===== src/rtl/sd_dma_sched_pkg.sv =====
// Shared types and constants for the SD-card sector DMA scheduler.
package sd_dma_sched_pkg;

    typedef enum logic [2:0] {
        ST_IDLE,
        ST_WAIT_INIT,
        ST_REQ,
        ST_RECV,
        ST_DRAIN,
        ST_ABORT
    } state_e;

    localparam logic [1:0] REG_DST    = 2'd0;
    localparam logic [1:0] REG_COUNT  = 2'd1;
    localparam logic [1:0] REG_CTRL   = 2'd2;
    localparam logic [1:0] REG_STATUS = 2'd3;

    localparam int unsigned STAT_BUSY = 31;
    localparam int unsigned STAT_DONE = 30;
    localparam int unsigned STAT_ERR  = 29;

    localparam int unsigned CNT_W = 16;

endpackage


===== src/rtl/sd_dma_wbuf.sv =====
// Small packed-word FIFO between the SD byte packer and the dmem write port.
module sd_dma_wbuf #(
    parameter int unsigned DEPTH = 2
) (
    input  logic        clk,
    input  logic        reset,
    input  logic        clr,
    input  logic        push,
    input  logic [31:0] push_data,
    input  logic        pop,
    output logic [31:0] head,
    output logic        full,
    output logic        empty
);
    localparam int unsigned AW = $clog2(DEPTH);

    logic [31:0] mem_q [DEPTH];
    logic [AW:0] wr_ptr_q, wr_ptr_d;
    logic [AW:0] rd_ptr_q, rd_ptr_d;
    logic        push_ok;
    logic        pop_ok;

    // Extra pointer MSB distinguishes full from empty.
    assign empty   = (wr_ptr_q == rd_ptr_q);
    assign full    = (wr_ptr_q[AW] != rd_ptr_q[AW]) && (wr_ptr_q[AW-1:0] == rd_ptr_q[AW-1:0]);
    assign head    = mem_q[rd_ptr_q[AW-1:0]];
    assign push_ok = push && (!full || pop);
    assign pop_ok  = pop && !empty;

    always_comb begin
        wr_ptr_d = wr_ptr_q;
        rd_ptr_d = rd_ptr_q;
        if (clr) begin
            wr_ptr_d = '0;
            rd_ptr_d = '0;
        end else begin
            if (push_ok) wr_ptr_d = wr_ptr_q + (AW+1)'(1);
            if (pop_ok)  rd_ptr_d = rd_ptr_q + (AW+1)'(1);
        end
    end

    always_ff @(posedge clk) begin
        if (reset) begin
            wr_ptr_q <= '0;
            rd_ptr_q <= '0;
        end else begin
            wr_ptr_q <= wr_ptr_d;
            rd_ptr_q <= rd_ptr_d;
        end
    end

    always_ff @(posedge clk) begin
        if (push_ok && !clr) mem_q[wr_ptr_q[AW-1:0]] <= push_data;
    end

endmodule


===== src/rtl/sd_dma_sched.sv =====
// MMIO-programmed scheduler that reads SD sectors and streams them into dmem,
// sharing the dmem write port with the CPU (CPU always wins).
module sd_dma_sched
    import sd_dma_sched_pkg::*;
#(
    parameter logic [31:0] MMIO_BASE    = 32'h1001_0040,
    parameter int unsigned SECTOR_BYTES = 512,
    parameter int unsigned INIT_TIMEOUT = 25_000_000,
    parameter int unsigned BUF_DEPTH    = 2
) (
    input  logic        clk,
    input  logic        reset,
    input  logic [31:0] cpu_addr,
    input  logic [31:0] cpu_wdata,
    input  logic        cpu_we,
    input  logic        cpu_re,
    output logic [31:0] reg_rdata,
    input  logic        sd_initialized,
    output logic        sd_read_req,
    input  logic        sd_byte_valid,
    input  logic [7:0]  sd_byte,
    input  logic        sd_read_complete,
    output logic [31:0] mem_addr,
    output logic [31:0] mem_wdata,
    output logic        mem_we,
    output logic        mem_sel,
    output logic        busy,
    output logic        done
);
    localparam int unsigned TMO_W = $clog2(INIT_TIMEOUT + 1);

    state_e            state_q, state_d;
    logic [31:0]       dst_q, dst_d;
    logic [31:0]       ptr_q, ptr_d;
    logic [15:0]       count_q, count_d;
    logic [15:0]       left_q, left_d;
    logic [CNT_W-1:0]  byte_cnt_q, byte_cnt_d;
    logic [23:0]       pack_q, pack_d;
    logic [TMO_W-1:0]  tmo_q, tmo_d;
    logic              done_q, done_d;
    logic              err_q, err_d;

    logic              win_hit, reg_wr, go;
    logic [1:0]        reg_sel;
    logic              buf_push, buf_pop, buf_clr, buf_full, buf_empty;
    logic [31:0]       buf_head, buf_wdata;

    assign win_hit     = (cpu_addr[31:4] == MMIO_BASE[31:4]);
    assign reg_sel     = cpu_addr[3:2];
    assign reg_wr      = cpu_we && win_hit;
    assign go          = reg_wr && (reg_sel == REG_CTRL) && cpu_wdata[0];
    assign busy        = (state_q != ST_IDLE);
    assign done        = done_q;
    assign sd_read_req = (state_q == ST_REQ);
    assign buf_wdata   = {sd_byte, pack_q};

    // DMA gets the write port only in cycles the CPU leaves the bus idle.
    assign buf_pop   = !buf_empty && !cpu_we && !cpu_re && (state_q != ST_ABORT) && !reset;
    assign mem_sel   = buf_pop;
    assign mem_we    = buf_pop ? 1'b1     : cpu_we;
    assign mem_addr  = buf_pop ? ptr_q    : cpu_addr;
    assign mem_wdata = buf_pop ? buf_head : cpu_wdata;

    always_comb begin
        reg_rdata = '0;
        if (win_hit) begin
            unique case (reg_sel)
                REG_DST:   reg_rdata = dst_q;
                REG_COUNT: reg_rdata = {16'd0, count_q};
                REG_CTRL:  reg_rdata = '0;
                default: begin
                    reg_rdata[STAT_BUSY] = busy;
                    reg_rdata[STAT_DONE] = done_q;
                    reg_rdata[STAT_ERR]  = err_q;
                    reg_rdata[15:0]      = left_q;
                end
            endcase
        end
    end

    always_comb begin
        state_d    = state_q;
        dst_d      = dst_q;
        ptr_d      = ptr_q;
        count_d    = count_q;
        left_d     = left_q;
        byte_cnt_d = byte_cnt_q;
        pack_d     = pack_q;
        tmo_d      = tmo_q;
        done_d     = done_q;
        err_d      = err_q;
        buf_push   = 1'b0;
        buf_clr    = 1'b0;

        if (buf_pop) ptr_d = ptr_q + 32'd4;

        if (reg_wr && !busy) begin
            if (reg_sel == REG_DST)   dst_d   = {cpu_wdata[31:2], 2'b00};
            if (reg_sel == REG_COUNT) count_d = cpu_wdata[15:0];
        end

        unique case (state_q)
            ST_IDLE: begin
                if (go) begin
                    done_d = (count_q == 16'd0);
                    err_d  = 1'b0;
                    left_d = count_q;
                    ptr_d  = dst_q;
                    tmo_d  = '0;
                    if (count_q != 16'd0) state_d = ST_WAIT_INIT;
                end
            end
            ST_WAIT_INIT: begin
                if (sd_initialized) begin
                    state_d = ST_REQ;
                end else if (tmo_q == TMO_W'(INIT_TIMEOUT)) begin
                    err_d   = 1'b1;
                    state_d = ST_IDLE;
                end else begin
                    tmo_d = tmo_q + TMO_W'(1);
                end
            end
            ST_REQ: begin
                byte_cnt_d = '0;
                state_d    = ST_RECV;
            end
            ST_RECV: begin
                if (sd_byte_valid) begin
                    if (byte_cnt_q != '1) byte_cnt_d = byte_cnt_q + CNT_W'(1);
                    unique case (byte_cnt_q[1:0])
                        2'd0: pack_d[7:0]   = sd_byte;
                        2'd1: pack_d[15:8]  = sd_byte;
                        2'd2: pack_d[23:16] = sd_byte;
                        default: begin
                            // A pop in the same cycle frees the slot this word needs.
                            if (buf_full && !buf_pop) begin
                                err_d   = 1'b1;
                                state_d = ST_ABORT;
                            end else begin
                                buf_push = 1'b1;
                            end
                        end
                    endcase
                end
                if (sd_read_complete && (state_d != ST_ABORT)) begin
                    if (byte_cnt_d == CNT_W'(SECTOR_BYTES)) begin
                        left_d  = left_q - 16'd1;
                        state_d = (left_q != 16'd1) ? ST_REQ : ST_DRAIN;
                    end else begin
                        err_d   = 1'b1;
                        state_d = ST_ABORT;
                    end
                end
            end
            ST_DRAIN: begin
                if (buf_empty) begin
                    done_d  = 1'b1;
                    state_d = ST_IDLE;
                end
            end
            ST_ABORT: begin
                buf_clr = 1'b1;
                state_d = ST_IDLE;
            end
            default: state_d = ST_IDLE;
        endcase
    end

    always_ff @(posedge clk) begin
        if (reset) begin
            state_q    <= ST_IDLE;
            dst_q      <= '0;
            ptr_q      <= '0;
            count_q    <= '0;
            left_q     <= '0;
            byte_cnt_q <= '0;
            pack_q     <= '0;
            tmo_q      <= '0;
            done_q     <= 1'b0;
            err_q      <= 1'b0;
        end else begin
            state_q    <= state_d;
            dst_q      <= dst_d;
            ptr_q      <= ptr_d;
            count_q    <= count_d;
            left_q     <= left_d;
            byte_cnt_q <= byte_cnt_d;
            pack_q     <= pack_d;
            tmo_q      <= tmo_d;
            done_q     <= done_d;
            err_q      <= err_d;
        end
    end

    sd_dma_wbuf #(
        .DEPTH (BUF_DEPTH)
    ) u_wbuf (
        .clk       (clk),
        .reset     (reset),
        .clr       (buf_clr),
        .push      (buf_push),
        .push_data (buf_wdata),
        .pop       (buf_pop),
        .head      (buf_head),
        .full      (buf_full),
        .empty     (buf_empty)
    );

endmodule


===== config.mk =====
export PLATFORM = sky130hd
export DESIGN_NAME = sd_dma_sched
export DESIGN_NICKNAME = d
export VERILOG_FILES = /design/src/rtl/sd_dma_sched_pkg.sv /design/src/rtl/sd_dma_wbuf.sv /design/src/rtl/sd_dma_sched.sv
export SDC_FILE = /design/constraint.sdc
export NUM_CORES = 1
export LEC_CHECK = 0
export ABC_AREA = 1
export CAP_MARGIN = 15
export CORE_MARGIN = 5
export CORE_UTILIZATION = 56
export CTS_CLUSTER_SIZE = 20
export DETAILED_ROUTE_END_ITERATION = 8
export HOLD_SLACK_MARGIN = 0.12
export PLACE_DENSITY = 0.87
export SLEW_MARGIN = 15
export SYNTH_ARGS = -nofsm -noshare
export SYNTH_HDL_FRONTEND = slang
export SYNTH_HIERARCHICAL = 1
export SYNTH_SLANG_ARGS = --single-unit

===== constraint.sdc =====
create_clock -name clk -period 4.2 [get_ports clk]
set_clock_uncertainty 0.05 [all_clocks]
set_input_delay 0.42 -clock clk [delete_from_list [all_inputs] [get_ports clk]]
set_output_delay 0.42 -clock clk [all_outputs]
set_load 0.02 [all_outputs]

==> summary.md, run 1 <==
| Metric | Value |
|---|---|
| Actual transition at the worst max-transition pin | `1.15 ns` |
| Die W | `161 um` |
| Count of unresolved DRC violations after routing | `0` |
| HP Class | `flop to flop` |
| Wire length after detailed routing | `39,000 um` |
| Simple-gate share of the synthesized area | `29.7%` |
| Leading cell types by total area after synthesis | `sky130_fd_sc_hd__dfxtp_1 26%, sky130_fd_sc_hd__edfxtp_1 15%, sky130_fd_sc_hd__nand2_1 13%` |
| Std-Cell Core Area | `0.0225 sq mm` |
| Multiplexer fraction of the synthesized cell area | `2.84%` |
| P&R area growth vs syn | `21.4%` |
| Share of flip-flops with an asynchronous set or reset after synthesis | `0%` |
| Classification of the worst setup path | `flop to output pin` |
| Post-synthesis compound-gate area fraction | `13.2%` |
| Number of CTS-inserted buffers | `24` |
| Global-route usage over all layers | `29.3%` |
| GR Util met3 | `4.77%` |
| Commonest cells after routing, fill and taps aside | `425 x sky130_fd_sc_hd__nand2_1, 236 x sky130_fd_sc_hd__nor2_1, 178 x sky130_fd_sc_hd__clkdlybuf4s50_1, 173 x sky130_fd_sc_hd__inv_1, 167 x sky130_fd_sc_hd__dfxtp_1` |
| Max clock buf depth | `3` |
| Worst vdd rail ir drop | `0.000285 V` |
| Die area | `0.0258 sq mm` |
| Hold path depth | `0` |
| Most common cell after layout, fill and taps aside | `sky130_fd_sc_hd__nand2_1` |
| Synth Area in Adders | `0.986%` |
| Vias/cell | `5.68` |
| Non-Filler Instances | `2,209` |
| Number of DRC markers in iteration 0 | `1,182` |
| TritonRoute pass-1 iters | `7` |
| Synth cell types | `48` |
| Post-Place Setup Slack | `0.528 ns` |
| Last weighted congestion value of the routability-driven placer | `0.930` |
| Port Buffers | `179` |
| Clock edge transition at the registers on the reported setup and hold paths | `0.06 ns` |
| Crit end category | `output pin` |
| Detailed-route via count | `12.6k` |
| Total instance count after detailed placement | `2,165` |
| Clock latency reported for the late side of the worst-skew pair | `0.52 ns` |
| Height of the die | `161 um` |
| Met2 Usage GRT | `50.4%` |
| Post-Synthesis Cells | `1,757` |
| CP max FO | `24` |
| Total negative slack | `0 ns` |
| Overflow after GRT | `0` |
| Leakage power figure | `5.73 nW` |
| Synth Register Bits | `231` |
| Count of boundary I/O pins | `180` |
| Number of buffers inserted by hold repair at cts | `0` |
| CTS tree | `yes` |
| Final core utilization | `68.5%` |
| First-pass GRT wire length | `62,200 um` |
| Outcome | `finished clean` |
| Post-route fraction of the period consumed by the critical path | `91.9%` |
| TritonCTS sink count | `231` |
| Xor/xnor share of the synthesized area | `3.73%` |
| Areal power density over the cells | `305 mW/mm^2` |
| Data arrival time of the critical path | `3.39 ns` |
| Initial antenna violation count | `0` |
| Portion of the post-synthesis area used by sequential elements | `41.5%` |
| Final hold violation count | `0` |
| Depth of the worst register-to-register path | `18` |
| Startpoint kind of the worst setup timing path | `flop` |
| Row count | `55` |
| Via count of the first global-routing pass | `12.0k` |
| Fin worst setup slack | `0.341 ns` |
| Synthesized cell area | `0.0127 sq mm` |
| CTS Root Buffer Type | `sky130_fd_sc_hd__clkbuf_16` |
| Max Clock Freq | `259 MHz` |
| Number of max-cap violations | `0` |
| H-Tree Level Count | `1` |
| Final setup fails | `0` |
| Period minus WS final | `3.86 ns` |
| Share of the synthesized area in the top cell type | `26.3%` |
| Global routing's busiest layer | `met2` |
| Unrepaired setup endpoints after global routing | `no` |
| Antenna cell count | `0` |
| WP data required | `3.73 ns` |
| Dominant combinational cell family by area after synthesis | `simple AND/OR/NAND/NOR gates` |
| Half-perimeter wire length of the detailed placement result | `28,500 um` |
| Yosys synthesis warning count | `6` |
| Post-CTS setup buffers | `0` |
| EDFF count, synth | `64` |
| Nets in the synthesized netlist | `1,846` |
| Area leader, netlist | `sky130_fd_sc_hd__dfxtp_1` |
| Average detailed-routed wire length per instance | `17.7 um` |
| Gates resized, CTS repair | `0` |
| Remaining number of nets flagged by the antenna check after routing | `0` |
| Mean post-synth cell area | `7.23 sq um` |
| NumNets Final | `1,995` |
| Fraction of layout cells with a size suffix above 1 | `7.28%` |
| Normalized max-slew margin | `22.9%` |
| Initial cell density of the core | `56.4%` |
| Top_reg_cell synth | `sky130_fd_sc_hd__dfxtp_1` |
| Post-layout power | `4.70 mW` |
| Max-slew violation count | `0` |
| Grt met1 use | `37.5%` |
| Largest net degree at the start of global routing | `75` |
metrics by stage:
step	instance area, sq um	hold slack, ns
after global placement	14600	0.381
after detailed placement	14600	0.392
after global routing	15400	0.416
after floorplan	12700	0.376
final	15400	0.411
after CTS	15400	0.407
cells by family (layout without fill, tap and decap cells):
| kind of cell | count (synthesis) | count (layout) |
|---|---|---|
| DFF | 231 | 231 |
| xor gates and xnor gates | 54 | 54 |
| muxes | 32 | 32 |
| and+or+nand+nor | 866 | 866 |
| buffers and inverters | 256 | 423 |
| AOI/OAI and AO/OA | 308 | 308 |
| adders and majority gates | 10 | 10 |
report_power, final:
| group | internal [mW] | total (mW) | switching [mW] |
|---|---|---|---|
| Clock | 1.21 | 2.10 | 0.881 |
| Sequential | 2.28 | 2.28 | 0.000000000914 |
| Combinational | 0.145 | 0.322 | 0.177 |
cell usage after synthesis (30+ instances only):
master / n
sky130_fd_sc_hd__o21ai_0: 134
sky130_fd_sc_hd__nand2_1: 425
sky130_fd_sc_hd__dfxtp_1: 167
sky130_fd_sc_hd__xor2_1: 50
sky130_fd_sc_hd__clkbuf_1: 51
sky130_fd_sc_hd__a211oi_1: 30
sky130_fd_sc_hd__a21oi_1: 109
sky130_fd_sc_hd__nand3_1: 70
sky130_fd_sc_hd__inv_1: 174
sky130_fd_sc_hd__nor3_1: 36
sky130_fd_sc_hd__edfxtp_1: 64
sky130_fd_sc_hd__nor2_1: 239
layer usage:
layer | routed length [um] | share of wire (%)
met1 | 15700 | 40
met2 | 18700 | 48
met3 | 3280 | 8.4
met4 | 1390 | 3.5
met5 | 0 | 0
sequential cells by signal, indices dropped and copies added (netlist names), named ones only:
signal           flops
u_wbuf/wr_ptr_q      2
byte_cnt_q          16
dst_q               30
u_wbuf/mem_q        64
done                 1
state_q              3
left_q              16
count_q             16
err_q                1
ptr_q               30
pack_q              24
u_wbuf/rd_ptr_q      2
tmo_q               25
area by class of cell:
cell class | count | area (sq um)
fillers | 1806 | 7090
multi-input cells | 1270 | 6410
flip-flops and latches | 231 | 5270
repair buffers | 195 | 1920
inverters | 184 | 692
clock buffers | 31 | 648
well taps | 285 | 357
clock inverters | 13 | 121
final timing paths:
kind                 startpoint             endpoint  slack [ns]
max reg2reg  u_wbuf/wr_ptr_q[1]            ptr_q[28]        0.79
max          u_wbuf/wr_ptr_q[1]        mem_wdata[31]        0.34
min                  pack_q[22]  u_wbuf/mem_q[1][22]        0.41
min reg2reg          pack_q[22]  u_wbuf/mem_q[1][22]        0.41
critical path, cell delays in order (launching register included):
cell and delay [ns]:
sky130_fd_sc_hd__dfxtp_1 0.42, sky130_fd_sc_hd__inv_1 0.08, sky130_fd_sc_hd__nand2_1 0.09, sky130_fd_sc_hd__nand2_2 0.08, sky130_fd_sc_hd__nand2_4 0.08, sky130_fd_sc_hd__inv_1 0.10
sky130_fd_sc_hd__nor2_1 0.21, sky130_fd_sc_hd__nand3_4 0.24, sky130_fd_sc_hd__inv_2 0.45, sky130_fd_sc_hd__buf_4 0.33, sky130_fd_sc_hd__nand2_1 0.09, sky130_fd_sc_hd__o21ai_0 0.08
sky130_fd_sc_hd__clkdlybuf4s50_1 0.63
(Power assumes the default switching activity.)
==> run 2: changes to the inputs <==
--- a/config.mk
+++ b/config.mk
@@ -8,11 +8,11 @@
 export ABC_AREA = 1
 export CAP_MARGIN = 15
 export CORE_MARGIN = 5
-export CORE_UTILIZATION = 56
+export CORE_UTILIZATION = 45
 export CTS_CLUSTER_SIZE = 20
 export DETAILED_ROUTE_END_ITERATION = 8
 export HOLD_SLACK_MARGIN = 0.12
-export PLACE_DENSITY = 0.87
+export PLACE_DENSITY = 0.73
 export SLEW_MARGIN = 15
 export SYNTH_ARGS = -nofsm -noshare
 export SYNTH_HDL_FRONTEND = slang
==> summary.md, run 2 (synthesis results as in run 1) <==
| Metric | Value |
|---|---|
| Outcome | `finished clean (unchanged)` |
| Antenna cell count | `0 (unchanged)` |
| Post-CTS setup buffers | `0 (unchanged)` |
| CP max FO | `32 (was 24)` |
| Height of the die | `178 um (was 161 um)` |
| Initial cell density of the core | `45.6% (was 56.4%)` |
| Last weighted congestion value of the routability-driven placer | `0.967 (was 0.930)` |
| Classification of the worst setup path | `input pin to output pin (was flop to output pin)` |
| Remaining number of nets flagged by the antenna check after routing | `0 (unchanged)` |
| Wire length after detailed routing | `37,900 um (was 39,000 um)` |
| Sw power | `1.11 mW (was 1.06 mW)` |
| Data arrival time of the critical path | `3.26 ns (was 3.39 ns)` |
| Source of the worst hold timing path | `pack_q[14] (was pack_q[22])` |
| CTS Root Buffer Type | `sky130_fd_sc_hd__clkbuf_16 (unchanged)` |
| Overflow after GRT | `0 (unchanged)` |
| Max clock buf depth | `3 (unchanged)` |
| Startpoint kind of the worst setup timing path | `input pin (was flop)` |
| Post-route fraction of the period consumed by the critical path | `88.7% (was 91.9%)` |
| Half-perimeter wire length of the detailed placement result | `27,900 um (was 28,500 um)` |
| Final core utilization | `56.4% (was 68.5%)` |
| Max FFs per register | `64 (unchanged)` |
| TritonRoute pass-1 iters | `5 (was 7)` |
| Depth of the worst register-to-register path | `18 (unchanged)` |
| Worst hold path endpoint | `u_wbuf/mem_q[1][14] (was u_wbuf/mem_q[1][22])` |
| Max-slew violation count | `0 (unchanged)` |
| Die area | `0.0317 sq mm (was 0.0258 sq mm)` |
| Unrepaired setup endpoints after global routing | `no (unchanged)` |
| Count of unresolved DRC violations after routing | `0 (unchanged)` |
| Worst vdd rail ir drop | `0.000240 V (was 0.000285 V)` |
| NumNets Final | `1,997 (was 1,995)` |
| Number of buffers inserted by hold repair at cts | `0 (unchanged)` |
| Most common cell after layout, fill and taps aside | `sky130_fd_sc_hd__nand2_1 (unchanged)` |
| Largest net degree at the start of global routing | `74 (was 75)` |
| CTS tree | `yes (unchanged)` |
| Count of boundary I/O pins | `180 (unchanged)` |
| Row count | `61 (was 55)` |
| Areal power density over the cells | `322 mW/mm^2 (was 305 mW/mm^2)` |
| Number of CTS-inserted buffers | `26 (was 24)` |
| Detailed-route via count | `12.2k (was 12.6k)` |
| Net Sw Frac | `22.0% (was 22.5%)` |
| Actual transition at the worst max-transition pin | `1.13 ns (was 1.15 ns)` |
| Global-route usage over all layers | `23.2% (was 29.3%)` |
| Via count of the first global-routing pass | `11.5k (was 12.0k)` |
| Combinational cell fraction of total power | `6.3% (was 6.9%)` |
| Port Buffers | `179 (unchanged)` |
| Fraction of layout cells with a size suffix above 1 | `7.78% (was 7.28%)` |
| Period minus WS final | `3.73 ns (was 3.86 ns)` |
| Number of max-cap violations | `0 (unchanged)` |
| HP Class | `flop to flop (unchanged)` |
| Crit Reg-Reg Endpoint | `ptr_q[28] (unchanged)` |
| FF-to-FF setup slack | `1.08 ns (was 0.79 ns)` |
| Final hold violation count | `0 (unchanged)` |
| Final setup fails | `0 (unchanged)` |
| Clock edge transition at the registers on the reported setup and hold paths | `0.06 ns (about the same)` |
| Number of DRC markers in iteration 0 | `956 (was 1,182)` |
| Initial antenna violation count | `1 (was 0)` |
| H-Tree Level Count | `1 (unchanged)` |
| P&R area growth vs syn | `23.7% (was 21.4%)` |
| Crit end category | `output pin (unchanged)` |
| Max Clock Freq | `268 MHz (was 259 MHz)` |
| Commonest cells after routing, fill and taps aside | `425 x sky130_fd_sc_hd__nand2_1, 236 x sky130_fd_sc_hd__nor2_1, 178 x sky130_fd_sc_hd__clkdlybuf4s50_1, 173 x sky130_fd_sc_hd__inv_1, 167 x sky130_fd_sc_hd__dfxtp_1 (unchanged)` |
| WP data required | `3.73 ns (about the same)` |
| First-pass GRT wire length | `59,800 um (was 62,200 um)` |
| Die W | `178 um (was 161 um)` |
| TritonCTS sink count | `231 (unchanged)` |
| Gates resized, CTS repair | `0 (unchanged)` |
| Average detailed-routed wire length per instance | `16.4 um (was 17.7 um)` |
| Leakage power figure | `5.81 nW (was 5.73 nW)` |
| Std-Cell Core Area | `0.0279 sq mm (was 0.0225 sq mm)` |
| Total negative slack | `0 ns (unchanged)` |
| Clock share of power | `48.7% (was 44.6%)` |
| Internal Pwr Total | `3.95 mW (was 3.64 mW)` |
| Vias/cell | `5.28 (was 5.68)` |
| Normalized max-slew margin | `24.7% (was 22.9%)` |
| Seq pwr share | `45.0% (was 48.5%)` |
| Source of the worst register-to-register timing path | `u_wbuf/rd_ptr_q[1] (was u_wbuf/wr_ptr_q[1])` |
| Clock latency reported for the late side of the worst-skew pair | `0.54 ns (was 0.52 ns)` |
| Hold path depth | `0 (unchanged)` |
| Worst setup startpoint | `cpu_addr[26] (was u_wbuf/wr_ptr_q[1])` |
-- run 2: changes by cell type in the layout (fill, tap and decap cells not counted), sizes merged --
cell and change:
clkbuf +1, bufinv +3
-- run 2: metal layers --
metal / part of all wire (%) / wire length, um / vias to the layer above / track usage [%]
met4: 2.9 / 1110 / 0 / 7.28
li1: - / - / 6069 / -
met5: 0 / 0 / - / 0
met3: 6.4 / 2410 / 72 / 3.69
met2: 48 / 18100 / 359 / 40.2
met1: 43 / 16300 / 5667 / 29.7
-- run 2: power groups by stage --
stage,registers [mW],clock network [mW],logic [mW]
6_report,2.28,2.46,0.320
5_1_grt,2.28,2.59,0.341
4_1_cts,2.28,2.49,0.321
3_5_place_dp,2.33,0,0.319
3_3_place_gp,2.33,0,0.318
2_1_floorplan,2.33,0,0.125
-- run 2: area by class of cell --
class | instances | area [sq um]
multi-input combinational | 1270 | 6410
tap | 378 | 473
fill | 2555 | 12100
timing repair buffer | 195 | 1920
inverter | 184 | 692
clock inverter | 16 | 230
clock buffer | 32 | 714
sequential | 231 | 5270
-- run 2: through the flow --
step                total power [mW]  hold slack, ns  worst slack, ns  cells  cell area (sq um)
finish                          5.06           0.389            0.475   2306              15700
floorplan                       2.45           0.376            0.368   1757              12700
detailed placement              2.65           0.390            0.488   2258              14800
global placement                2.65           0.378            0.587   2258              14800
global route                    5.21           0.402            0.246   2306              15700
CTS                             5.09           0.386            0.495   2306              15700
-- run 2: worst max-delay path: stages --
cell and delay, ns:
sky130_fd_sc_hd__clkdlybuf4s50_1 0.42, sky130_fd_sc_hd__nor4_1 0.42, sky130_fd_sc_hd__nand4_1 0.23, sky130_fd_sc_hd__nor2_1 0.21
sky130_fd_sc_hd__inv_1 0.50, sky130_fd_sc_hd__a31oi_1 0.39, sky130_fd_sc_hd__clkdlybuf4s50_1 0.65
-- run 2: worst max path at each step --
stage,cells after the start,endpoint,slack [ns]
6_report,7,reg_rdata[8],0.47
5_1_grt,7,reg_rdata[8],0.25
4_1_cts,7,reg_rdata[8],0.49
3_5_place_dp,7,reg_rdata[8],0.49
3_3_place_gp,7,reg_rdata[3],0.59
2_1_floorplan,13,u_wbuf/mem_q[0][0],0.37
